===== config.mk =====
export PLATFORM = sky130hd
export DESIGN_NAME = instr_fetch_flat
export DESIGN_NICKNAME = d
export VERILOG_FILES = /design/src/rtl/riscv_pkg.sv /design/src/rtl/instr_fetch_if.sv /design/src/rtl/fetch_fifo.sv /design/src/rtl/instr_fetch.sv /design/src/flat_wrapper.sv
export SDC_FILE = /design/constraint.sdc
export NUM_CORES = 1
export LEC_CHECK = 0
export CAP_MARGIN = 40
export CORE_ASPECT_RATIO = 1.4
export CORE_UTILIZATION = 52
export CTS_CLUSTER_DIAMETER = 120
export DETAILED_ROUTE_END_ITERATION = 10
export PLACE_DENSITY = 0.8
export SYNTH_ARGS = -nofsm -noshare
export SYNTH_HDL_FRONTEND = slang
export SYNTH_SLANG_ARGS = --single-unit

===== constraint.sdc =====
create_clock -name clk -period 6.2 [get_ports clk]
set_input_delay 1.24 -clock clk [delete_from_list [all_inputs] [get_ports clk]]
set_output_delay 1.24 -clock clk [all_outputs]
set_load 0.05 [all_outputs]

===== src/rtl/riscv_pkg.sv =====
// Shared RISC-V front-end definitions: data width, major opcodes, the canonical
// NOP encoding and the {instr, pc} pair that travels from fetch to decode.
package riscv_pkg;

  localparam int XLEN = 32;

  localparam logic [6:0] OP_RTYPE  = 7'd51;
  localparam logic [6:0] OP_LOAD   = 7'd3;
  localparam logic [6:0] OP_STORE  = 7'd35;
  localparam logic [6:0] OP_BRANCH = 7'd99;

  // addi x0, x0, 0
  localparam logic [XLEN-1:0] NOP = 32'h0000_0013;

  typedef struct packed {
    logic [XLEN-1:0] instr;
    logic [XLEN-1:0] pc;
  } fetch_entry_t;

endpackage : riscv_pkg


===== src/rtl/instr_fetch_if.sv =====
// Fetch-stage bus bundle: instruction-memory read channel plus the
// valid/ready hand-off of {instr, instr_pc} to decode.
interface instr_fetch_if #(
  parameter int XLEN = riscv_pkg::XLEN
);

  logic            imem_req;
  logic [XLEN-1:0] imem_addr;
  logic            imem_ready;
  logic            imem_rvalid;
  logic [XLEN-1:0] imem_rdata;

  logic            instr_valid;
  logic [XLEN-1:0] instr;
  logic [XLEN-1:0] instr_pc;
  logic            instr_ready;

  // The fetch unit is the master of both channels.
  modport master (
    output imem_req, imem_addr, instr_valid, instr, instr_pc,
    input  imem_ready, imem_rvalid, imem_rdata, instr_ready
  );

  // Memory and decode together form the slave side.
  modport slave (
    input  imem_req, imem_addr, instr_valid, instr, instr_pc,
    output imem_ready, imem_rvalid, imem_rdata, instr_ready
  );

endinterface : instr_fetch_if


===== src/rtl/fetch_fifo.sv =====
// First-word-fall-through buffer of fetched {instr, pc} pairs with a
// synchronous flush and an occupancy count used for request reservation.
module fetch_fifo
  import riscv_pkg::*;
#(
  parameter  int DEPTH = 2,
  localparam int CW    = $clog2(DEPTH + 1)
) (
  input  logic         clk,
  input  logic         rst_n,
  input  logic         flush,
  input  logic         push,
  input  fetch_entry_t push_data,
  input  logic         pop,
  output fetch_entry_t head,
  output logic         empty,
  output logic [CW-1:0] count
);

  localparam int AW = (DEPTH > 1) ? $clog2(DEPTH) : 1;

  fetch_entry_t    mem [DEPTH];
  logic [AW-1:0]   wr_ptr;
  logic [AW-1:0]   rd_ptr;
  logic            full;
  logic            do_push;
  logic            do_pop;

  function automatic logic [AW-1:0] next_ptr(input logic [AW-1:0] p);
    return (p == AW'(DEPTH - 1)) ? '0 : p + 1'b1;
  endfunction

  assign empty   = (count == '0);
  assign full    = (count == CW'(DEPTH));
  assign do_push = push && !flush;
  assign do_pop  = pop && !empty && !flush;
  assign head    = mem[rd_ptr];

  // NOTE: state registers use non-blocking assignments only, so every flop in
  // the design samples pre-edge values regardless of process evaluation order.
  always_ff @(posedge clk) begin
    if (!rst_n || flush) begin
      wr_ptr <= '0;
      rd_ptr <= '0;
      count  <= '0;
    end else begin
      if (do_push) wr_ptr <= next_ptr(wr_ptr);
      if (do_pop)  rd_ptr <= next_ptr(rd_ptr);
      case ({do_push, do_pop})
        2'b10:   count <= count + 1'b1;
        2'b01:   count <= count - 1'b1;
        default: count <= count;
      endcase
    end
  end

  // NOTE: the storage array is deliberately not reset; count alone says which
  // slots hold live data, which lets the array map onto plain registers or RAM.
  always_ff @(posedge clk) begin
    if (do_push) mem[wr_ptr] <= push_data;
  end

  // The request reservation upstream must make this impossible.
  always_ff @(posedge clk) begin
    if (rst_n) begin
      overflow_a: assert (!(do_push && full && !do_pop));
    end
  end

endmodule : fetch_fifo


===== src/rtl/instr_fetch.sv =====
// Instruction fetch stage: in-order word requests, response tagging with PC,
// FWFT hand-off to decode, and redirect flushing of fetched and in-flight words.
module instr_fetch
  import riscv_pkg::*;
#(
  parameter int              XLEN     = riscv_pkg::XLEN,
  parameter logic [XLEN-1:0] RESET_PC = '0,
  parameter int              DEPTH    = 2
) (
  input  logic            clk,
  input  logic            rst_n,
  input  logic            redirect_valid,
  input  logic [XLEN-1:0] redirect_pc,
  instr_fetch_if.master   bus
);

  localparam int CW = $clog2(DEPTH + 1);
  localparam int OW = CW + 1;

  logic [XLEN-1:0] fetch_pc;
  logic [XLEN-1:0] resp_pc;
  logic [XLEN-1:0] target_pc;
  logic [CW-1:0]   outstanding;
  logic [CW-1:0]   drop_cnt;
  logic [CW-1:0]   fifo_count;
  logic [OW-1:0]   occupancy;
  logic            started;

  logic            pop;
  logic            rsp_valid;
  logic            rsp_drop;
  logic            rsp_push;
  logic            req;
  logic            req_fire;

  fetch_entry_t    push_entry;
  fetch_entry_t    head;
  logic            fifo_empty;

  assign target_pc  = redirect_pc & ~XLEN'(3);
  assign push_entry = '{instr: bus.imem_rdata, pc: resp_pc};

  always_comb begin
    // NOTE: every signal driven here gets a default first, so no path through
    // the block can leave one holding its old value and infer a latch.
    pop       = 1'b0;
    rsp_valid = 1'b0;
    rsp_drop  = 1'b0;
    rsp_push  = 1'b0;
    req       = 1'b0;
    occupancy = '0;

    // Redirect wins over a same-cycle pop: the word being consumed is stale.
    pop = bus.instr_valid && bus.instr_ready && !redirect_valid;

    // With nothing outstanding a response cannot be ours (e.g. left over from
    // before a reset), so it is ignored outright.
    rsp_valid = bus.imem_rvalid && (outstanding != '0);
    rsp_drop  = rsp_valid && (redirect_valid || (drop_cnt != '0));
    rsp_push  = rsp_valid && !rsp_drop;

    // Slots are reserved at request time; a same-cycle pop frees one, which is
    // what sustains one word per cycle with a two-entry buffer.
    occupancy = OW'(outstanding) + OW'(fifo_count) - OW'(pop);
    req       = started && !redirect_valid && (occupancy < OW'(DEPTH));
  end

  assign bus.imem_req  = req;
  assign bus.imem_addr = fetch_pc;
  assign req_fire      = req && bus.imem_ready;

  always_ff @(posedge clk) begin
    if (!rst_n) begin
      fetch_pc    <= RESET_PC;
      resp_pc     <= RESET_PC;
      outstanding <= '0;
      drop_cnt    <= '0;
      started     <= 1'b0;
    end else begin
      started     <= 1'b1;
      outstanding <= outstanding + CW'(req_fire) - CW'(rsp_valid);
      if (redirect_valid) begin
        fetch_pc <= target_pc;
        resp_pc  <= target_pc;
        // outstanding already includes words still owed to an earlier redirect,
        // so after this cycle's response every remaining one is stale.
        drop_cnt <= outstanding - CW'(rsp_valid);
      end else begin
        if (req_fire) fetch_pc <= fetch_pc + XLEN'(4);
        if (rsp_push) resp_pc  <= resp_pc + XLEN'(4);
        if (rsp_drop) drop_cnt <= drop_cnt - 1'b1;
      end
    end
  end

  fetch_fifo #(
    .DEPTH (DEPTH)
  ) u_fifo (
    .clk       (clk),
    .rst_n     (rst_n),
    .flush     (redirect_valid),
    .push      (rsp_push),
    .push_data (push_entry),
    .pop       (pop),
    .head      (head),
    .empty     (fifo_empty),
    .count     (fifo_count)
  );

  // Decode sees zeros rather than stale buffer contents while nothing is valid.
  assign bus.instr_valid = !fifo_empty;
  assign bus.instr       = fifo_empty ? '0 : head.instr;
  assign bus.instr_pc    = fifo_empty ? '0 : head.pc;

  always_ff @(posedge clk) begin
    if (rst_n) begin
      outstanding_a: assert (outstanding <= CW'(DEPTH));
      drop_a:        assert (drop_cnt <= outstanding);
      aligned_a:     assert (fetch_pc[1:0] == 2'b00 || !req);
    end
  end

endmodule : instr_fetch


===== src/flat_wrapper.sv =====
// flat-port wrapper written by rule: the top's interface ports become plain ports
module instr_fetch_flat import riscv_pkg::*;
#(
  parameter int              XLEN     = riscv_pkg::XLEN,
  parameter logic [XLEN-1:0] RESET_PC = '0,
  parameter int              DEPTH    = 2
)
  (clk, rst_n, redirect_valid, redirect_pc, bus_imem_req, bus_imem_addr, bus_instr_valid, bus_instr, bus_instr_pc, bus_imem_ready, bus_imem_rvalid, bus_imem_rdata, bus_instr_ready);
  instr_fetch_if #(.XLEN(XLEN)) bus_i ();
  input  logic clk;
  input  logic rst_n;
  input  logic redirect_valid;
  input  logic [XLEN-1:0] redirect_pc;
  output wire logic [$bits(bus_i.imem_req)-1:0] bus_imem_req;
  output wire logic [$bits(bus_i.imem_addr)-1:0] bus_imem_addr;
  output wire logic [$bits(bus_i.instr_valid)-1:0] bus_instr_valid;
  output wire logic [$bits(bus_i.instr)-1:0] bus_instr;
  output wire logic [$bits(bus_i.instr_pc)-1:0] bus_instr_pc;
  input wire logic [$bits(bus_i.imem_ready)-1:0] bus_imem_ready;
  input wire logic [$bits(bus_i.imem_rvalid)-1:0] bus_imem_rvalid;
  input wire logic [$bits(bus_i.imem_rdata)-1:0] bus_imem_rdata;
  input wire logic [$bits(bus_i.instr_ready)-1:0] bus_instr_ready;
  assign bus_imem_req = bus_i.imem_req;
  assign bus_imem_addr = bus_i.imem_addr;
  assign bus_instr_valid = bus_i.instr_valid;
  assign bus_instr = bus_i.instr;
  assign bus_instr_pc = bus_i.instr_pc;
  assign bus_i.imem_ready = bus_imem_ready;
  assign bus_i.imem_rvalid = bus_imem_rvalid;
  assign bus_i.imem_rdata = bus_imem_rdata;
  assign bus_i.instr_ready = bus_instr_ready;
  instr_fetch #(.XLEN(XLEN), .RESET_PC(RESET_PC), .DEPTH(DEPTH)) u_core (.clk(clk), .rst_n(rst_n), .redirect_valid(redirect_valid), .redirect_pc(redirect_pc), .bus(bus_i));
endmodule

Word-level counts from Yosys, hierarchy flattened
Memory sizes are Yosys's and may differ from the RTL's. A register that Yosys moved wholly into a read port is not among the register bits.
Cells that the tools add are included.
{"block": "op_classes", "eq_ne": 2, "bitwise_logic": 1, "reduce_logical": 25, "n_mux": 16, "addsub": 12, "order_cmp": 1}
{"op": "2-to-1 mux 32 bit", "n": 6}
{"op": "adder 32 x 3 -> 32 bit (second input constant)", "n": 2}
{"op": "nonzero test 2 bit", "n": 6}
{"op": "logical AND 1 bit", "n": 11}
{"op": "2-to-1 mux 1 bit", "n": 7}
{"op": "logical NOT 1 bit", "n": 4}
{"op": "2-to-1 mux 2 bit", "n": 2}
{"op": "case mux 2 bit (2 select lines)", "n": 1}
{"op": "subtractor 2 x 1 -> 2 bit", "n": 2}
{"op": "subtractor 2 x 1 -> 2 bit (second input constant)", "n": 2}
{"op": "adder 2 x 2 -> 3 bit", "n": 1}
{"op": "less-than comparator 3 x 2 -> 1 bit (second input constant)", "n": 1}
{"op": "subtractor 3 x 1 -> 3 bit", "n": 1}
{"op": "adder 1 bit (second input constant)", "n": 2}
{"op": "adder 2 x 1 -> 2 bit", "n": 1}
{"op": "adder 2 x 1 -> 2 bit (second input constant)", "n": 1}
{"op": "== test 2 x 1 -> 1 bit (second input constant)", "n": 1}
{"op": "== test 2 bit (second input constant)", "n": 1}
{"op": "logical NOT 2 bit", "n": 1}
{"op": "logical OR 1 bit", "n": 2}
{"op": "OR reduction 2 bit", "n": 1}
{"op": "NOT 1 bit", "n": 1}
{"block": "totals", "regBits": 73, "mem_count": 1, "inputBits": 70, "out_inout_bits": 98, "wordCells": 68, "ram_bits": 128}
{"memory": "u_core.u_fifo.mem", "depth": 2, "width": 64, "read_ports": 1, "rd_clocked_by_memory_dff": 1, "wr": 1, "line_no": "fetch_fifo.sv:22", "rtl": "fetch_entry_t mem [DEPTH];"}

Logic depth before layout (Yosys ltp)
{"block": "logic_depth", "word_depth": 10, "mapped_depth": 14, "depth_no_buf": 13}

Cells and area by module
From an unflattened synthesis, not the netlist that was laid out.
{"block": "unflattened", "hier_cells": 764, "hier_area_um2": 8954.8}
{"mod": "fetch_fifo", "area_each_um2": 4827.1, "n_inst": 1, "cells_per_inst": 224, "seq_area_each_um2": 3943.8}
{"mod": "instr_fetch", "area_each_um2": 4127.7, "n_inst": 1, "cells_per_inst": 540, "seq_area_each_um2": 1301.2}

Least setup slack after synthesis
Ideal clock, no wire load.
{"block": "synth_timing", "path_kind": "input to register", "start": "input redirect_valid", "end": "memory u_core.u_fifo.mem[0][10] (netlist name), enable pin", "n_path_buf": 3, "required_time_ns": 5.718, "setup_time_ns": 0.482, "cell_stages": 6, "setup_slack_ns": 0.925, "arrival_time_ns": 4.793, "path_cell_list": "clkbuf_1 -> inv_1 -> clkbuf_1 -> buf_1 -> nand2_1 -> nor2_1"}
{"block": "synth_via", "elab_chain_cells": 7, "elab_cells_between_ends": 8, "cone_classes": "mux: 2; reduce/logical: 6"}
{"element": "from (decl)", "line_no": "flat_wrapper.sv:12", "rtl": "input logic redirect_valid;"}
{"element": "logical OR 1 bit", "line_no": "instr_fetch.sv:59", "rtl": "rsp_drop = rsp_valid && (redirect_valid || (drop_cnt != '0));"}
{"element": "logical AND 1 bit", "line_no": "instr_fetch.sv:59"}
{"element": "logical NOT 1 bit", "line_no": "instr_fetch.sv:60", "rtl": "rsp_push = rsp_valid && !rsp_drop;"}
{"element": "logical AND 1 bit", "line_no": "instr_fetch.sv:60"}
{"element": "logical AND 1 bit (*)", "line_no": "fetch_fifo.sv:35", "rtl": "assign do_push = push && !flush;"}
{"element": "2-to-1 mux 1 bit (*)", "line_no": "fetch_fifo.sv:60", "rtl": "if (do_push) mem[wr_ptr] <= push_data;"}
{"element": "2-to-1 mux 1 bit (implied by the code) (*)", "line_no": "fetch_fifo.sv:60"}
{"element": "to (decl)", "line_no": "fetch_fifo.sv:22"}
Every way passes the cells marked *; elsewhere a longest branch is shown, timed or not.

Final worst setup path
{"block": "layout_timing", "start": "input bus_instr_ready", "end": "output bus_imem_req"}
{"block": "layout_via", "elab_chain_cells": 5}
{"element": "from (decl)", "line_no": "flat_wrapper.sv:22", "rtl": "input wire logic [$bits(bus_i.instr_ready)-1:0] bus_instr_ready;"}
{"element": "logical AND 1 bit (2 in series)", "line_no": "instr_fetch.sv:54", "rtl": "pop = bus.instr_valid && bus.instr_ready && !redirect_valid;"}
{"element": "subtractor 3 x 1 -> 3 bit", "line_no": "instr_fetch.sv:64", "rtl": "occupancy = OW'(outstanding) + OW'(fifo_count) - OW'(pop);"}
{"element": "less-than comparator 3 x 2 -> 1 bit", "line_no": "instr_fetch.sv:65", "rtl": "req = started && !redirect_valid && (occupancy < OW'(DEPTH));"}
{"element": "logical AND 1 bit", "line_no": "instr_fetch.sv:65"}
{"element": "to (decl)", "line_no": "flat_wrapper.sv:14", "rtl": "output wire logic [$bits(bus_i.imem_req)-1:0] bus_imem_req;"}
No other way between the ends.

==> flow_metrics.env <==
export IMPL_grt_use_met2_pct=39.3
export IMPL_synthXorXnorAreaFrac_pct=3.79
export IMPL_cts_root_buf="clkbuf_16"
export IMPL_numPlacedInstances=1092
export IMPL_layout_nets=991
export IMPL_synth_cell_types=58
export IMPL_synth_top_family_by_area="simple AND/OR/NAND/NOR gates"
export IMPL_p_clk_share_pct=35.3
export IMPL_grtUsageTotal_pct=22.3
export IMPL_routed_wl_um=18800
export IMPL_floorplan_die_height_um=154
export IMPL_final_setup_worst_slack_ns=1.59
export IMPL_synth_warnings=0
export IMPL_p_leak_nw=3.54
export IMPL_met1_usage_pct=27.8
export IMPL_synth_compound_area_share_pct=9.68
export IMPL_pwr_share_comb_pct=13.5
export IMPL_hold_viol_final=0
export IMPL_die_area_sq_um=17000
export IMPL_finalMaxSlewViolations=0
export IMPL_clock_latency_ns=0.42
export IMPL_finalClockSkew_ns=0.0125
export IMPL_drtIter0Drc=526
export IMPL_antenna_cells=0
export IMPL_vias=6329
export IMPL_end_kind="output pin"
export IMPL_synth_ff_type="edfxtp_1"
export IMPL_synthToLayoutAreaGrowth_pct=27.9
export IMPL_min_path_type="reg -> reg"
export IMPL_dr_pass1_iters=7
export IMPL_synth_area_sq_um=8560
export IMPL_period_minus_slack_ns=4.61
export IMPL_switching_share_pct=25.9
export IMPL_drc_errors=0
export IMPL_clock_sinks=194
export IMPL_synthAdderAreaFrac_pct=1.40
export IMPL_powerDensity_nw_per_um2=267
export IMPL_final_cells=1124
export IMPL_grt_ovfl_total=0
export IMPL_clk_path_buf_depth=2
export IMPL_cts_max_level=4
export IMPL_routabilityCongestion=0.878
export IMPL_coreArea_sq_um=16100
export IMPL_cts_tree="built"
export IMPL_start_kind="input port"
export IMPL_p_int_mw=2.16
export IMPL_required_ns=4.96
export IMPL_ys_async_sr_fraction_pct=0
export IMPL_grt_use_met3_pct=3.35
export IMPL_worst_slew_pin_slew_ns=0.856
export IMPL_synth_mux_area_share_pct=8.03
export IMPL_io_pins=168
export IMPL_cts_buffers=17
export IMPL_ir_worst_vdd_mv=0.176
export IMPL_rows=55
export IMPL_start_util_pct=53.1
export IMPL_yosys_area_share_simple_pct=13.8
export IMPL_dp_hpwl_um=12700
export IMPL_wl_per_cell_um=16.7
export IMPL_ys_seq_area_share_pct=59.9
export IMPL_ctsResizeCount=0
export IMPL_antenna_found_initial=0
export IMPL_rsz0062_at_grt="false"
export IMPL_relSlewSlack_pct=43.0
export IMPL_fin_area_sq_um=10900
export IMPL_critical_path_class="in -> out"
export IMPL_final_common_cell="clkdlybuf4s50_1"
export IMPL_finalCritPeriodShare_pct=74.3
export IMPL_port_buffers=161
export IMPL_grt_pass1_wl_um=30400
export IMPL_grt_pass1_vias=6083
export IMPL_ant_nets=0
export IMPL_sequentialPowerShare_pct=51.1
export IMPL_drv_cap=0
export IMPL_fmax_mhz=217
export IMPL_viasPerCell=5.63
export IMPL_cts_setup_buffers=0
export IMPL_die_x_um=110
export IMPL_top_usage_layer="met2"
export IMPL_synth_edf_count=124
export IMPL_clkSlewWorstSetupHoldPaths_ns=0.06
export IMPL_syn_avg_cell_area_sq_um=11.2
export IMPL_synth_cells=764
export IMPL_synth_seq_cells=194
export IMPL_final_util_pct=68.0
export IMPL_drive_above_1_share_pct=6.59
export IMPL_pre_cts_slack_ns=1.60
export IMPL_outcome="completed"
export IMPL_placed_area_sq_um=10400
export IMPL_power_switching_mw=0.757
export IMPL_fillers=1225
export IMPL_cts_hold_buf=0
export IMPL_worstPathMaxFanout=3
export IMPL_arrival_ns=3.37
export IMPL_grt_max_degree=70
export IMPL_setup_viol=0
export IMPL_final_cell_mix="clkdlybuf4s50_1 (160), edfxtp_1 (124), nor2_1 (86), dfxtp_1 (69), mux2i_1 (63)"
export IMPL_tns_ns=0
[path summary, 6_finish.rpt]
check	start	endpoint	slack [ns]	depth (start not counted)
max	bus_instr_ready	bus_imem_req	1.59	9
min	u_core.resp_pc[30]	u_core.u_fifo.mem[0][30]	0.49	0
max reg2reg	u_core.u_fifo.count[0]	u_core.bus.imem_addr[6]	2.22	15
min reg2reg	u_core.resp_pc[30]	u_core.u_fifo.mem[0][30]	0.49	0
[flip-flops by register name (all words and copies together), names as in the netlist, named ones only]
name and count:
u_core.drop_cnt 2, u_core.started 1, u_core.u_fifo.count 2, u_core.bus.imem_addr 30, u_core.u_fifo.mem 124, u_core.u_fifo.rd_ptr 1
u_core.u_fifo.wr_ptr 1, u_core.outstanding 2, u_core.resp_pc 30
[Yosys cell counts (3+ instances only)]
cell type	number	area share, %
a31oi_1	9	0.66
nor4_1	12	0.88
mux2_2	5	0.66
or3_1	9	0.66
buf_4	4	0.35
o21a_1	4	0.35
and4_1	5	0.51
o21ai_0	42	2.5
edfxtp_1	124	44
xnor2_1	29	3.0
and3_1	11	0.80
nor2_1	88	3.9
nand3_1	23	1.3
dfxtp_1	70	16
nand4_1	16	1.2
a21oi_1	52	3.0
nand2_1	44	1.9
nor3_1	17	0.99
xor2_1	8	0.82
o22ai_1	6	0.44
o211ai_1	6	0.53
o31a_1	4	0.41
mux2i_1	63	7.4
inv_1	23	1.0
ha_1	8	1.2
clkbuf_1	33	1.4
buf_1	8	0.35
and2_1	3	0.22
[cell families (layout without fill, tap and decap cells)]
| logic type | count (synthesis) | count (layout) |
|---|---|---|
| mux | 68 | 68 |
| xor+xnor | 37 | 37 |
| flops | 194 | 194 |
| other cells | 1 | 4 |
| simple gates | 242 | 242 |
| buf+inv | 72 | 230 |
| compound gates | 141 | 141 |
| fa+ha+maj | 9 | 9 |
[per-layer routing]
layer  up-vias  wire length (um)
met5         -                 0
met4         0               398
met3        30               877
met2       214              9400
met1      3006              8110
li1       3079                 -
[layout make-up]
type                       instances  area (sq um)  share of cell area (%)
sequential                       194          5130                    46.9
multi-input combinational        501          3170                    29.0
timing repair buffer             173          1750                    15.9
clock buffer                      22           467                    4.26
tap                              199           249                    2.27
inverter                          25          93.8                   0.857
clock inverter                    10          92.6                   0.846
[through the flow]
stage               hold WS (ns)  power (mW)
floorplan                  0.426        1.76
global placement           0.456        1.90
detailed placement         0.474        1.91
CTS                        0.484        2.93
global route               0.523        3.02
finish                     0.488        2.92
[critical path, stage by stage]
cell and delay [ns]:
clkdlybuf4s50_1 0.45, nand2_1 0.09, nor2_1 0.11, ha_1 0.22
nand2b_1 0.16, fa_1 0.39, xor2_1 0.25, and4_1 0.29
buf_12 0.15
[power by group through the flow]
| stage | Sequential, mW | Clock [mW] | Combinational (mW) |
|---|---|---|---|
| global placement | 1.52 | 0 | 0.383 |
| CTS | 1.49 | 1.05 | 0.396 |
| finish | 1.49 | 1.03 | 0.395 |
| global route | 1.50 | 1.10 | 0.427 |
| floorplan | 1.55 | 0 | 0.208 |
| detailed placement | 1.52 | 0 | 0.394 |
Power figures use the tool's default switching activity.
